==> config.mk <==
export PLATFORM = sky130hd
export DESIGN_NAME = fetch_unit
export DESIGN_NICKNAME = d
export VERILOG_FILES = /design/src/rtl/fetch_unit.sv
export SDC_FILE = /design/constraint.sdc
export NUM_CORES = 1
export LEC_CHECK = 0
export CORE_UTILIZATION = 40
export CTS_CLUSTER_SIZE = 14
export DETAILED_ROUTE_END_ITERATION = 10
export PLACE_DENSITY_LB_ADDON = 0.12
export RECOVER_POWER = 50
export SYNTH_ARGS = -nofsm -noshare
export SYNTH_HDL_FRONTEND = slang
export SYNTH_SLANG_ARGS = --single-unit
==> constraint.sdc <==
create_clock -name clk -period 12.4 [get_ports clk]
set_clock_uncertainty 0.1 [all_clocks]
set_input_delay 1.86 -clock clk [delete_from_list [all_inputs] [get_ports clk]]
set_output_delay 1.86 -clock clk [all_outputs]
set_load 0.05 [all_outputs]
==> src/rtl/fetch_unit.sv <==
// fetch_unit: RV32I instruction-fetch front end. Issues sequential word fetches under a
// credit limit, buffers responses with their PCs in a prefetch FIFO, and flushes on redirect.
module fetch_unit #(
  parameter int unsigned DEPTH    = 4,
  parameter logic [31:0] RESET_PC = 32'h0000_0000
) (
  input  logic        clk,
  input  logic        rst,
  output logic        imem_req,
  output logic [31:0] imem_addr,
  input  logic        imem_ready,
  input  logic        imem_rvalid,
  input  logic [31:0] imem_rdata,
  output logic        inst_valid,
  output logic [31:0] inst_data,
  output logic [31:0] inst_pc,
  input  logic        inst_ready,
  input  logic        redirect,
  input  logic [31:0] redirect_pc
);

  localparam int unsigned PW = $clog2(DEPTH);
  localparam int unsigned CW = PW + 1;

  logic [31:0]   r_fetch_pc;
  logic [31:0]   r_resp_pc;
  logic [CW-1:0] r_count;
  logic [CW-1:0] r_outstanding;
  logic [CW-1:0] r_discard;
  logic [PW-1:0] r_rd_ptr;
  logic [PW-1:0] r_wr_ptr;
  logic [31:0]   r_fifo_data [DEPTH];
  logic [31:0]   r_fifo_pc   [DEPTH];

  logic [31:0]   w_redirect_pc;
  logic [CW+1:0] w_in_use;
  logic          w_accept;
  logic          w_rsp_drop;
  logic          w_rsp_take;
  logic          w_push;
  logic          w_pop;
  logic [CW-1:0] w_discard_redirect;
  logic          w_unused;

  assign w_redirect_pc = {redirect_pc[31:2], 2'b00};
  assign w_unused      = ^redirect_pc[1:0];

  // FIFO entries, in-flight requests and still-to-be-dropped responses all share one budget.
  assign w_in_use  = (CW+2)'(r_count) + (CW+2)'(r_outstanding) + (CW+2)'(r_discard);
  assign imem_req  = !rst && !redirect && (w_in_use < (CW+2)'(DEPTH));
  assign imem_addr = r_fetch_pc;
  assign w_accept  = imem_req && imem_ready;

  // Stale responses are retired first; a response with nothing owed to it is ignored.
  assign w_rsp_drop = imem_rvalid && (r_discard != '0);
  assign w_rsp_take = imem_rvalid && (r_discard == '0) && (r_outstanding != '0);
  assign w_push     = w_rsp_take && !redirect;

  assign inst_valid = (r_count != '0);
  assign w_pop      = inst_valid && inst_ready && !redirect;
  assign inst_data  = inst_valid ? r_fifo_data[r_rd_ptr] : '0;
  assign inst_pc    = inst_valid ? r_fifo_pc[r_rd_ptr]   : '0;

  assign w_discard_redirect = r_discard + r_outstanding
                            - CW'(w_rsp_drop) - CW'(w_rsp_take);

  // NOTE: state registers use non-blocking assignments so every flop samples pre-edge values.
  always_ff @(posedge clk or posedge rst) begin
    if (rst) begin
      r_fetch_pc    <= RESET_PC;
      r_resp_pc     <= RESET_PC;
      r_count       <= '0;
      r_outstanding <= '0;
      r_discard     <= '0;
      r_rd_ptr      <= '0;
      r_wr_ptr      <= '0;
    end else if (redirect) begin
      r_fetch_pc    <= w_redirect_pc;
      r_resp_pc     <= w_redirect_pc;
      r_count       <= '0;
      r_outstanding <= '0;
      r_discard     <= w_discard_redirect;
      r_rd_ptr      <= '0;
      r_wr_ptr      <= '0;
    end else begin
      if (w_accept) begin
        r_fetch_pc <= r_fetch_pc + 32'd4;
      end
      if (w_push) begin
        r_resp_pc <= r_resp_pc + 32'd4;
        r_wr_ptr  <= r_wr_ptr + PW'(1);
      end
      if (w_pop) begin
        r_rd_ptr <= r_rd_ptr + PW'(1);
      end
      if (w_rsp_drop) begin
        r_discard <= r_discard - CW'(1);
      end
      r_count       <= r_count + CW'(w_push) - CW'(w_pop);
      r_outstanding <= r_outstanding + CW'(w_accept) - CW'(w_rsp_take);
    end
  end

  // NOTE: FIFO storage is deliberately not reset; reads are gated by inst_valid instead.
  always_ff @(posedge clk) begin
    if (w_push) begin
      r_fifo_data[r_wr_ptr] <= imem_rdata;
      r_fifo_pc[r_wr_ptr]   <= r_resp_pc;
    end
  end

endmodule
## Word level (Yosys, flattened, before mapping)

Memory sizes are Yosys's and may differ from the RTL's.
Cells that the tools add are included.

| storage, ports and cells | value |
|---|---|
| output and inout port bits | 98 |
| memories kept | 2 |
| bits in registers | 77 |
| bits of input ports | 70 |
| logic and storage cells | 59 |
| RAM bits | 256 |

| operators by class | value |
|---|---|
| add/sub/neg operators | 14 |
| magnitude comparators | 1 |
| multiplexer cells | 16 |
| reduce and logical (&&, ||, !) cells | 19 |

Memory list:

| memory | words | bits a word | rd ports | clocked after memory_dff | wr ports | RTL line | source |
|---|---|---|---|---|---|---|---|
| r_fifo_data | 4 | 32 | 1 | 0 | 1 | 32 | `logic [31:0] r_fifo_data [DEPTH];` |
| r_fifo_pc | 4 | 32 | 1 | 0 | 1 | 33 | `logic [31:0] r_fifo_pc [DEPTH];` |

Operators by type and width:

| cell | number |
|---|---|
| $mux 32 | 6 |
| $add 32x3->32 const B | 2 |
| $mux 3 | 4 |
| $sub 3x1->3 | 4 |
| $logic_and 1x1->1 | 9 |
| $reduce_bool 3->1 | 3 |
| $mux 2 | 4 |
| $reduce_bool 2->1 | 4 |
| $add 3x1->3 | 2 |
| $add 4x3->5 | 1 |
| $lt 5x3->1 const B | 1 |
| $add 2x1->2 const B | 2 |
| $add 3x3->4 | 1 |
| $add 3x3->3 | 1 |
| $logic_not 3->1 | 1 |
| $sub 3x1->3 const B | 1 |
| $logic_not 1->1 | 2 |
| $mux 1 | 2 |

## Longest topological paths before layout

| logic depth | value |
|---|---|
| depth in word-level cells | 8 |
| depth in mapped cells | 18 |
| mapped depth without buffers | 16 |

## Worst setup path after synthesis

Ideal clock, no wire load.

| timing | value |
|---|---|
| path kind | input -> output |
| start point | input redirect |
| end point | output imem_req |
| required time | 10.440 ns |
| buffers on the path | 0 |
| arrival time | 3.412 ns |
| stages on the path | 3 |
| setup slack | 7.028 ns |
| path through | nor2_1 o41ai_2 a211oi_1 |

| on the way | value |
|---|---|
| longest elaborated chain between the ends | 3 |

RTL lines:

| item | RTL line | source |
|---|---|---|
| from (decl) | 18 | `input logic redirect,` |
| $logic_not 1->1 | 50 | `assign imem_req = !rst && !redirect && (w_in_use < (CW+2)'(DEPTH));` |
| $logic_and 1x1->1 (2 in series) | 50 |  |
| to (decl) | 9 | `output logic imem_req,` |

Every way passes these cells.

==> summary.md <==
| Metric | Value |
|---|---|
| Sequential area share after synthesis | 67.14% |
| Dominant cells by area after synthesis | edfxtp_1, dfrtp_1, mux4_2 |
| Sw Share | between 30 and 40% |
| Area of the multi-input gates | roughly 4200 um2 |
| Crit Path Max Fanout | 73 |
| DP HPWL | approximately 18 mm |
| Initial core utilization | between 40% and 50% |
| Pint | roughly 2.2 mW |
| Crit. End Element | async pin |
| CTS H-tree depth | 2 |
| Outcome | finished with violations |
| Final Cell Area | 17,000 um2 |
| Number of global-route vias before repair | 8,298 |
| Ratio of cells with drive above 1 in the final layout | around 13% |
| Io pins | around 170 |
| Crit Path Class | in2async |
| Core Region | between 30,000 and 40,000 um2 |
| # Post-CTS Setup Buffers | 0 |
| Hold Crit Class | reg2reg |
| Largest net degree at the start of global routing | 74 |
| Placed Area | about 16,000 um2 |
| Tcrit/Tclk final | 51.38% |
| LEAKAGE | roughly 5.7 nW |
| Drt total wl | approximately 30 mm |
| Top-area cell type share of the netlist area | between 50% and 60% |
| RSZ-0062 raised after global routing | no |
| Post-layout nets | 1,149 |
| Req. time, crit path | roughly 11 ns |
| Post-cts sizing count | 0 |
| Worst EP arrival | 5.36 ns |
| Worst Tran Pin Value | about 4.0 ns |
| Highest-count cells in the layout ignoring fill and taps | edfxtp_1, clkdlybuf4s50_1, dfrtp_1, mux4_2, and2_1 |
| Ys async rst share | 22.74% |
| 1st-iter DRT viols | 540 |
| Relative slew slack | -169.3% |
| Area delta synth->final | 23.07% |
| Later-pin clock latency in the skew report | about 0.5 ns |
| Clock Power Share | roughly 30% |
| Pwr dens | 197.0 nW/um2 |
| Fin crit period | ~6.4 ns |
| RD Place Congestion | 0.8097 |
| Antenna cells | 0 |
| Startpoint Class | primary input |
| Worst-path clk slew | approximately 0.050 ns |
| Main synth FF type | edfxtp_1 |
| Peak VDD IR | approximately 0.12 mV |
| Global-route wire length before repair | about 48 mm |
| Violated checks | capacitance limit, slew limit |
| DRC errors left | 0 |
| Gate power share | between 30% and 40% |
| Total CTS buffers | 36 |
| Synth Cell Area | 13,810 um2 |
| All-Layer GR Usage | 17.45% |
| Clock sinks | around 320 |
| Flop pwr share | around two fifths |
| TritonCTS clock tree | built |
| FF-to-FF path depth | 16 |
| Most common cell after layout, fill and taps aside | edfxtp_1 |
| Quantity of hold-fixing buffers added after cts | 0 |
| Final hold vios | 0 |
| Hold depth | 2 |
| Yosys warnings | 0 |
| Fmax | 156.9 MHz |
| Psw | around 1.1 mW |
| Clock Path Buffers | 3 |
| Die X | roughly 190 um |
| Post-route ant nets | 0 |
| Root buffer cell | clkbuf_16 |
| Initial antenna violation count | 0 |
| Placement row count | 67 |
| Vias per inst | 5.235 |
| DIE HEIGHT | between 150 and 200 um |
| Cell taking the most area after synthesis | edfxtp_1 |
| WL per Instance | around 20 um |
| FF/Latch Area | 9279 um2 |
| Fin. max-slew vios | roughly 170 |
| Port-buffer cells | around 160 |
| Setup TNS | 0 ns |
| Die ar. | about 35,000 um2 |
| GRT Residual Overflow | 0 |
| Max cap viols | 3 |
| Yosys cell types | 60 |
| Syn Inst Count | 887 |
| Finish-stage setup viols | 0 |
| TritonRoute pass-1 iters | 5 |
| Vias | approximately 8k |
| Synthesized area per cell | 15.57 um2 |
| Fillers | between 2k and 3k |
| #FFs+latches synth | 321 |
| EDFF count, synth | roughly 250 |
[routing by layer]
layer | track usage [%] | share of wire (%) | vias to the layer above
li1 | - | - | 3706
met1 | 25.77 | 48 | 3986
met2 | 26.81 | 45 | 267
met3 | 3.163 | 5.3 | 40
met4 | 4.128 | 1.5 | 0
met5 | 0 | 0 | -
[per-stage QoR]
stage | total power, mW | cells | hold WS (ns) | util [%] | setup slack, ns
4_1_cts | 3.399 | 1528 | 0.4495 | 50.35 | 6.505
2_1_floorplan | 2.023 | 890 | 0.3941 | - | 7.028
3_3_place_gp | 2.371 | 1465 | 0.4312 | 47.04 | 6.490
5_1_grt | 3.503 | 1528 | 0.4919 | 50.32 | 5.022
3_5_place_dp | 2.377 | 1465 | 0.4372 | 47.04 | 6.529
6_report | 3.348 | 1528 | 0.4464 | 50.32 | 6.029
[final timing paths]
| kind | startpoint | end | slack, ns |
|---|---|---|---|
| min in group asynchronous | rst | r_discard[1] | 3.30 |
| max in group clk | redirect | imem_addr[8] | 6.26 |
| max reg2reg | r_outstanding[2] | r_outstanding[2] | 7.76 |
| min reg2reg | r_discard[1] | r_discard[1] | 0.45 |
| max | rst | r_rd_ptr[0] | 6.03 |
| min | r_discard[1] | r_discard[1] | 0.45 |
[power groups by stage]
stage          sequential (mW)  combinational (mW)  clock [mW]
2_1_floorplan             1.33               0.698           0
3_3_place_gp              1.30                1.07           0
3_5_place_dp              1.30                1.08           0
4_1_cts                   1.28                1.08        1.04
5_1_grt                   1.29                1.13        1.08
6_report                  1.28                1.06        1.01
[kinds of logic (layout without fill, tap and decap cells)]
group | after synthesis | after routing | share of synthesized area (%)
xor gates and xnor gates | 41 | 41 | 2.600
adders and majority gates | 24 | 24 | 2.609
other | 1 | 4 | 0.02715
muxes | 67 | 67 | 10.50
and+or+nand+nor | 247 | 247 | 9.838
AOI/OAI and AO/OA | 99 | 99 | 4.647
buffers and inverters | 87 | 277 | 2.636
DFF | 321 | 321 | 67.14
[area by class of cell]
cell class,instances,area share [%]
flip-flops and latches,321,54.59
multi-input cells,482,24.72
repair buffers,172,9.885
clock buffers,47,5.726
well taps,448,3.298
inverters,42,0.9274
clock inverters,16,0.8538
[registers in the layout (all words and copies together) (netlist names)]
register	flops
r_outstanding	3
r_resp_pc	30
r_rd_ptr	2
r_fifo_pc	120
r_fifo_data	128
r_count	3
imem_addr	30
r_wr_ptr	2
r_discard	3
[cell usage after synthesis (all sizes together), types with 3 or more instances]
library cell and count:
edfxtp 248, dfrtp 73, and2 66, mux4 62
nand2 59, o21ai 46, inv 41, clkbuf 27
nand3 27, xor2 27, nand4 25, nor2 20
buf 18, ha 16, nor3 14, xnor2 14
a21oi 12, fa 8, o211ai 8, o311ai 8
nor4 7, and3 6, o31a 6, or3 5
or4 5, nor2b 4, mux2 3
[critical path: stages]
cell	delay, ns
dlygate4sd3_1	0.56
clkinv_1	0.05
clkbuf_1	2.80
(Power assumes the default switching activity.)
